[src/rtl/conf_mac_dot_seq_if.sv]
// rtl/conf_mac_dot_seq_if.sv - job, operand, MAC and result signal bundle for conf_mac_dot_seq
interface conf_mac_dot_seq_if #(
    parameter int DATA_PATH_BITWIDTH = 32,
    parameter int LEN_W = 8
);
    logic                          start_valid;
    logic                          start_ready;
    logic [LEN_W-1:0]              cfg_len;
    logic [1:0]                    cfg_mode;
    logic [DATA_PATH_BITWIDTH-1:0] cfg_init;
    logic                          op_valid;
    logic                          op_ready;
    logic [DATA_PATH_BITWIDTH-1:0] op_a;
    logic [DATA_PATH_BITWIDTH-1:0] op_b;
    logic                          abort;
    logic [DATA_PATH_BITWIDTH-1:0] mac_a;
    logic [DATA_PATH_BITWIDTH-1:0] mac_b;
    logic [DATA_PATH_BITWIDTH-1:0] mac_c;
    logic                          mac_apx__p;
    logic [DATA_PATH_BITWIDTH-1:0] mac_d;
    logic                          res_valid;
    logic                          res_ready;
    logic [DATA_PATH_BITWIDTH-1:0] res_data;
    logic [LEN_W-1:0]              res_apx_cnt;

    modport slave (
        input  start_valid, cfg_len, cfg_mode, cfg_init,
        input  op_valid, op_a, op_b, abort, mac_d, res_ready,
        output start_ready, op_ready, mac_a, mac_b, mac_c, mac_apx__p,
        output res_valid, res_data, res_apx_cnt
    );

    modport master (
        output start_valid, cfg_len, cfg_mode, cfg_init,
        output op_valid, op_a, op_b, abort, mac_d, res_ready,
        input  start_ready, op_ready, mac_a, mac_b, mac_c, mac_apx__p,
        input  res_valid, res_data, res_apx_cnt
    );
endinterface

[src/rtl/conf_mac_dot_seq.sv]
// rtl/conf_mac_dot_seq.sv - dot-product sequencer time-sharing one external configurable-precision MAC
module conf_mac_dot_seq #(
    parameter int DATA_PATH_BITWIDTH = 32,
    parameter int Pn = 8,
    parameter int LEN_W = 8
) (
    input  logic clk,
    input  logic rst,
    conf_mac_dot_seq_if.slave bus
);
    typedef enum logic [1:0] {
        IDLE = 2'd0,
        RUN  = 2'd1,
        DONE = 2'd2
    } state_t;

    localparam logic [1:0] MODE_APX = 2'b01;
    localparam logic [1:0] MODE_ADP = 2'b10;

    state_t                        state;
    logic [DATA_PATH_BITWIDTH-1:0] acc;
    logic [LEN_W-1:0]              term_cnt;
    logic [LEN_W-1:0]              apx_cnt;
    logic [LEN_W-1:0]              len_q;
    logic [1:0]                    mode_q;
    logic                          res_valid_q;
    logic [DATA_PATH_BITWIDTH-1:0] res_data_q;
    logic [LEN_W-1:0]              res_apx_cnt_q;

    logic                          apx_sel;
    logic                          op_fire;
    logic [LEN_W-1:0]              last_idx;
    logic [LEN_W-1:0]              apx_cnt_nxt;

    // Adaptive mode drops to approximate once the registered sum has grown past the truncated bits.
    always_comb begin
        apx_sel = 1'b0;
        if (state == RUN) begin
            if (mode_q == MODE_APX)
                apx_sel = 1'b1;
            else if (mode_q == MODE_ADP)
                apx_sel = |acc[DATA_PATH_BITWIDTH-1:2*Pn];
        end
    end

    assign bus.mac_a       = bus.op_a;
    assign bus.mac_b       = bus.op_b;
    assign bus.mac_c       = acc;
    assign bus.mac_apx__p  = apx_sel;
    assign bus.start_ready = (state == IDLE);
    assign bus.op_ready    = (state == RUN);
    assign bus.res_valid   = res_valid_q;
    assign bus.res_data    = res_data_q;
    assign bus.res_apx_cnt = res_apx_cnt_q;

    assign op_fire     = bus.op_valid && (state == RUN);
    assign last_idx    = len_q - 1'b1;
    assign apx_cnt_nxt = apx_cnt + {{(LEN_W-1){1'b0}}, apx_sel};

    always_ff @(posedge clk or posedge rst) begin
        if (rst) begin
            state         <= IDLE;
            acc           <= '0;
            term_cnt      <= '0;
            apx_cnt       <= '0;
            len_q         <= '0;
            mode_q        <= '0;
            res_valid_q   <= 1'b0;
            res_data_q    <= '0;
            res_apx_cnt_q <= '0;
        end else begin
            case (state)
                IDLE: begin
                    if (bus.start_valid) begin
                        len_q    <= bus.cfg_len;
                        mode_q   <= bus.cfg_mode;
                        acc      <= bus.cfg_init;
                        term_cnt <= '0;
                        apx_cnt  <= '0;
                        if (bus.cfg_len == '0) begin
                            state         <= DONE;
                            res_valid_q   <= 1'b1;
                            res_data_q    <= bus.cfg_init;
                            res_apx_cnt_q <= '0;
                        end else begin
                            state <= RUN;
                        end
                    end
                end
                RUN: begin
                    // Abort wins over a coincident operand: it is handshaken but never summed.
                    if (bus.abort) begin
                        state <= IDLE;
                    end else if (op_fire) begin
                        acc      <= bus.mac_d;
                        term_cnt <= term_cnt + 1'b1;
                        apx_cnt  <= apx_cnt_nxt;
                        if (term_cnt == last_idx) begin
                            state         <= DONE;
                            res_valid_q   <= 1'b1;
                            res_data_q    <= bus.mac_d;
                            res_apx_cnt_q <= apx_cnt_nxt;
                        end
                    end
                end
                DONE: begin
                    if (bus.res_ready) begin
                        state       <= IDLE;
                        res_valid_q <= 1'b0;
                    end
                end
                default: state <= IDLE;
            endcase
        end
    end
endmodule

[src/flat_wrapper.sv]
// flat-port wrapper written by rule: the top's interface ports become plain ports
module conf_mac_dot_seq_flat 
#(
    parameter int DATA_PATH_BITWIDTH = 32,
    parameter int Pn = 8,
    parameter int LEN_W = 8
)
  (clk, rst, bus_start_valid, bus_cfg_len, bus_cfg_mode, bus_cfg_init, bus_op_valid, bus_op_a, bus_op_b, bus_abort, bus_mac_d, bus_res_ready, bus_start_ready, bus_op_ready, bus_mac_a, bus_mac_b, bus_mac_c, bus_mac_apx__p, bus_res_valid, bus_res_data, bus_res_apx_cnt);
  conf_mac_dot_seq_if #(.DATA_PATH_BITWIDTH(DATA_PATH_BITWIDTH), .LEN_W(LEN_W)) bus_i ();
  input  logic clk;
  input  logic rst;
  input wire logic [$bits(bus_i.start_valid)-1:0] bus_start_valid;
  input wire logic [$bits(bus_i.cfg_len)-1:0] bus_cfg_len;
  input wire logic [$bits(bus_i.cfg_mode)-1:0] bus_cfg_mode;
  input wire logic [$bits(bus_i.cfg_init)-1:0] bus_cfg_init;
  input wire logic [$bits(bus_i.op_valid)-1:0] bus_op_valid;
  input wire logic [$bits(bus_i.op_a)-1:0] bus_op_a;
  input wire logic [$bits(bus_i.op_b)-1:0] bus_op_b;
  input wire logic [$bits(bus_i.abort)-1:0] bus_abort;
  input wire logic [$bits(bus_i.mac_d)-1:0] bus_mac_d;
  input wire logic [$bits(bus_i.res_ready)-1:0] bus_res_ready;
  output wire logic [$bits(bus_i.start_ready)-1:0] bus_start_ready;
  output wire logic [$bits(bus_i.op_ready)-1:0] bus_op_ready;
  output wire logic [$bits(bus_i.mac_a)-1:0] bus_mac_a;
  output wire logic [$bits(bus_i.mac_b)-1:0] bus_mac_b;
  output wire logic [$bits(bus_i.mac_c)-1:0] bus_mac_c;
  output wire logic [$bits(bus_i.mac_apx__p)-1:0] bus_mac_apx__p;
  output wire logic [$bits(bus_i.res_valid)-1:0] bus_res_valid;
  output wire logic [$bits(bus_i.res_data)-1:0] bus_res_data;
  output wire logic [$bits(bus_i.res_apx_cnt)-1:0] bus_res_apx_cnt;
  assign bus_i.start_valid = bus_start_valid;
  assign bus_i.cfg_len = bus_cfg_len;
  assign bus_i.cfg_mode = bus_cfg_mode;
  assign bus_i.cfg_init = bus_cfg_init;
  assign bus_i.op_valid = bus_op_valid;
  assign bus_i.op_a = bus_op_a;
  assign bus_i.op_b = bus_op_b;
  assign bus_i.abort = bus_abort;
  assign bus_i.mac_d = bus_mac_d;
  assign bus_i.res_ready = bus_res_ready;
  assign bus_start_ready = bus_i.start_ready;
  assign bus_op_ready = bus_i.op_ready;
  assign bus_mac_a = bus_i.mac_a;
  assign bus_mac_b = bus_i.mac_b;
  assign bus_mac_c = bus_i.mac_c;
  assign bus_mac_apx__p = bus_i.mac_apx__p;
  assign bus_res_valid = bus_i.res_valid;
  assign bus_res_data = bus_i.res_data;
  assign bus_res_apx_cnt = bus_i.res_apx_cnt;
  conf_mac_dot_seq #(.DATA_PATH_BITWIDTH(DATA_PATH_BITWIDTH), .Pn(Pn), .LEN_W(LEN_W)) u_core (.clk(clk), .rst(rst), .bus(bus_i));
endmodule
[config.mk]
export PLATFORM = sky130hd
export DESIGN_NAME = conf_mac_dot_seq_flat
export DESIGN_NICKNAME = d
export VERILOG_FILES = /design/src/rtl/conf_mac_dot_seq_if.sv /design/src/rtl/conf_mac_dot_seq.sv /design/src/flat_wrapper.sv
export SDC_FILE = /design/constraint.sdc
export NUM_CORES = 1
export LEC_CHECK = 0
export ABC_AREA = 1
export BUFFER_PORTS_ARGS = -buffer_cell sky130_fd_sc_hd__buf_4
export CORE_AREA = 2 2 112 114
export DETAILED_ROUTE_END_ITERATION = 7
export DIE_AREA = 0 0 114 116
export PLACE_DENSITY = 0.78
export SLEW_MARGIN = 20
export SYNTH_ARGS = -nofsm -noshare
export SYNTH_HDL_FRONTEND = slang
export SYNTH_SLANG_ARGS = --single-unit
[constraint.sdc]
create_clock -name clk -period 8 [get_ports clk]
set_clock_uncertainty 0.1 [all_clocks]
set_input_delay 2.4 -clock clk [delete_from_list [all_inputs] [get_ports clk]]
set_output_delay 2.4 -clock clk [all_outputs]
set_load 0.02 [all_outputs]
# After elaboration in Yosys (flattened, before gate mapping)
# Cells that the tools add are included.
[word_totals]
input_bits = 144
reg_bits = 101
output_inout_bits = 140
[op_classes]
add_sub_neg = 3
eq_ne = 13
reduce_logical = 11
n_mux = 40
[ops]
columns = ["operator", "n"]
rows = [
  ["2-to-1 mux 32 bit", 8],
  ["case mux 32 bit (2 select lines)", 2],
  ["2-to-1 mux 8 bit", 10],
  ["case mux 8 bit (2 select lines)", 3],
  ["OR reduction 16 bit", 1],
  ["2-to-1 mux 2 bit", 6],
  ["2-to-1 mux 1 bit", 9],
  ["adder 8 x 1 -> 8 bit", 1],
  ["adder 8 x 1 -> 8 bit, second input constant", 1],
  ["equality test 8 bit", 1],
  ["zero test 8 bit", 1],
  ["AND reduction 4 bit", 2],
  ["subtractor 8 x 1 -> 8 bit, second input constant", 1],
  ["AND reduction 7 bit", 1],
  ["!= test 2 x 1 -> 1 bit, second input constant", 3],
  ["!= test 2 bit, second input constant", 3],
  ["!= test 3 x 2 -> 1 bit, second input constant", 2],
  ["case mux 2 bit (3 select lines)", 1],
  ["AND reduction 6 bit", 1],
  ["equality test 2 x 1 -> 1 bit, second input constant", 2],
  ["equality test 2 bit, second input constant", 2],
  ["case mux 1 bit (3 select lines)", 1],
  ["nonzero test 3 bit", 1],
  ["zero test 2 bit", 1],
  ["3 further kinds", 3],
]

# Depth between registers and ports, before layout
[depth]
ltp_word = 9
mapped_depth = 16
mapped_depth_nobuf = 15

# Least setup slack after synthesis
# No wires, ideal clock.
[synth_timing]
kind = "input to output"
startpoint = "in bus_op_a[0]"
endpoint = "out bus_mac_a[0]"
setup_slack_ns = 2.966
t_required_ns = 5.500
cell_stages = 1
arrival_time_ns = 2.534
cell_sequence = "buf_4"
[synth_lines]
columns = ["item", "line_no", "source"]
rows = [
  ["from (decl)", "flat_wrapper.sv:17", "input wire logic [$bits(bus_i.op_a)-1:0] bus_op_a;"],
  ["to (decl)", "flat_wrapper.sv:24", "output wire logic [$bits(bus_i.mac_a)-1:0] bus_mac_a;"],
]
# No word-level cell between the ends.

# Worst setup path after layout
[layout_timing]
startpoint = "in bus_op_a[28]"
endpoint = "out bus_mac_a[28]"
# No word-level cell between the ends.

==> results.py <==
metrics = {
    "outcome": {
        "status": "complete, no violations",
    },
    "drt": {
        "wire_per_inst_um": 14.3,
        "drt_pre_antenna_iters": 5,
        "vias_per_cell": 5.06,
        "detail-route-antenna-nets": 0,
        "vias": 4786,
        "drtIter0Drc": 338,
        "route.detailed.drc": 0,
        "wl_mm": 13.6,
    },
    "worst_setup_path": {
        "cp.required_ns": 5.50,
        "crit_path_max_fanout": 1,
        "critPathKind": "in -> out",
        "crit_path_start_kind": "input port",
        "worstSetupEndpointType": "output pin",
        "cp_data_arrival_time_ns": 2.40,
    },
    "place": {
        "place.gp.congestion": 0.844,
        "dpl.hpwl_mm": 9.32,
        "portBuffers": 155,
    },
    "sta": {
        "period_share_pct": 61.3,
        "rsz0062_at_grt": "false",
        "finalHoldViolCount": 0,
        "tightestPinTransition_ns": 0.891,
        "setup_viol": 0,
        "maxSlewHeadroom_pct": 40.4,
        "setup-tns-final_ns": 0,
        "hold_ws_ns": 0.376,
        "slew_viol_final": 0,
        "max_freq_ghz": 0.204,
        "finalCriticalPeriod_ns": 4.90,
    },
    "die": {
        "initial_utilization_pct": 46.3,
        "core-area_mm2": 0.0119,
        "die-area_mm2": 0.0132,
        "pin_count": 284,
        "die_y_um": 116,
        "chipWidth_um": 114,
        "rows": 40,
    },
    "synth": {
        "syn-cell-area_mm2": 0.00551,
        "synthCells": 718,
        "ys_top_cells_by_count": "nand2_1, dfrtp_1, buf_4",
        "synth-seq-cells": 101,
        "ys_types": 28,
        "avgSynthCellArea_um2": 7.68,
        "ys_async_sr_fraction_pct": 100,
        "yosysMostFrequentCell": "nand2_1",
        "synth_top_area_share_pct": 45.9,
        "syn_nets": 866,
        "synth-seq-area-share_pct": 45.9,
        "synth-edff-count": 0,
        "yosys_warnings": 0,
        "ys.flop_type": "dfrtp_1",
        "yosysTopAreaCell": "dfrtp_1",
        "synthTopCellsByArea": "dfrtp_1, nand2_1, buf_4, nand3_1, nor2_1",
    },
    "grt": {
        "grt_use_met2_pct": 34.4,
        "grt_max_degree": 66,
        "grt.busiest_layer": "met2",
        "grt-ovfl-total": 0,
        "grt_pass1_wl_mm": 21.9,
        "gr-usage-met3_pct": 4.50,
        "met1_usage_pct": 27.2,
        "antenna_found_initial": 0,
        "first_global_vias": 4494,
        "track_usage_pct": 20.9,
    },
    "cts": {
        "clkLatencyLatePin_ns": 0.34,
        "clock-sinks": 101,
        "clk_pin_slew_ns": 0.07,
        "htreeDepth": 3,
        "cts_buffer_depth": 2,
        "cts_tree": "yes",
        "cts_resized": 0,
        "holdBufCountCts": 0,
        "cts_buffers": 9,
        "cts_root_buf": "clkbuf_16",
        "cts_setup_buffers": 0,
    },
    "finish": {
        "diodes": 0,
        "nFillCells": 1137,
        "drive_above_1_share_pct": 23.6,
        "syn2layout_area_growth_pct": 18.6,
        "multi_input_area_mm2": 0.00215,
        "seq_area_mm2": 0.00253,
        "final_core_util_pct": 54.9,
        "finalNetCount": 941,
    },
    "hold_path": {
        "hp-class": "reg -> reg",
    },
    "pwr": {
        "vdd_drop_max_uv": 214,
        "power_mw": 2.81,
        "p_leak_nw": 3.46,
        "p_per_area_mw_per_mm2": 430,
    },
    "flow_run": {
        "cap_violations": 0,
    },
}
kinds of logic after synthesis:
family	synth area share (%)
simple gates	30.1
buf+inv	15.1
flops	45.9
compound gates	7.40
xor+xnor	0.636
fa+ha+maj	0.908
power breakdown:
part | switching [mW] | internal [mW]
Clock | 0.193 | 0.244
Sequential | 0.146 | 0.720
Combinational | 0.981 | 0.528
path summary, 6_finish.rpt:
check | from | endpoint | slack (ns) | cells after the start
max | bus_op_a[28] | bus_mac_a[28] | 3.10 | 0
min | u_core.bus.res_apx_cnt[5] | u_core.bus.res_apx_cnt[5] | 0.38 | 2
max reg2reg | u_core.state[1] | u_core.bus.res_data[23] | 4.40 | 11
min reg2reg | u_core.bus.res_apx_cnt[5] | u_core.bus.res_apx_cnt[5] | 0.38 | 2
max in group asynchronous | rst | u_core.term_cnt[7] | 4.62 | 3
min in group asynchronous | rst | u_core.bus.res_data[17] | 1.98 | 2
metal layers:
metal | routed length [um] | part of all wire (%)
met5 | 0 | 0
met4 | 288 | 2.1
met3 | 844 | 6.2
met2 | 6430 | 47
met1 | 5990 | 44
sequential cells by signal (all words and copies together), names as in the netlist:
name	count
u_core.bus.res_data	32
u_core.bus.res_apx_cnt	8
u_core.apx_cnt	8
u_core.bus.mac_c	32
u_core.len_q	8
u_core.mode_q	2
u_core.term_cnt	8
u_core.state	2
u_core.bus.res_valid	1
area by class of cell:
class	count	share of cell area, %
Tap cell	147	2.81
Multi-Input combinational cell	480	33.0
Clock buffer	9	3.44
Clock inverter	7	1.11
Timing Repair Buffer	159	18.6
Sequential cell	101	38.7
Inverter	42	2.45
per-stage QoR:
stage	worst slack (ns)	cell area, um^2	std cells
global route	3.00	6540	945
global placement	3.10	6210	928
floorplan	2.85	5510	718
detailed placement	3.05	6210	928
CTS	3.10	6510	944
finish	3.10	6540	945
layout by cell type, fill, tap and decap left out, drive strengths merged:
master / n
nand3: 55
inv: 44
nor2: 66
clkinv: 2
buf: 159
dfrtp: 101
nand4: 5
nor3: 5
nor4: 6
xnor2: 2
ha: 4
or2: 2
o211ai: 1
a21oi: 8
o2111ai: 1
o31ai: 1
xor2: 2
a31oi: 33
nand2: 263
clkinvlp: 2
nand3b: 2
clkbuf: 9
bufinv: 1
o21ai: 24
Power figures use the tool's default switching activity.
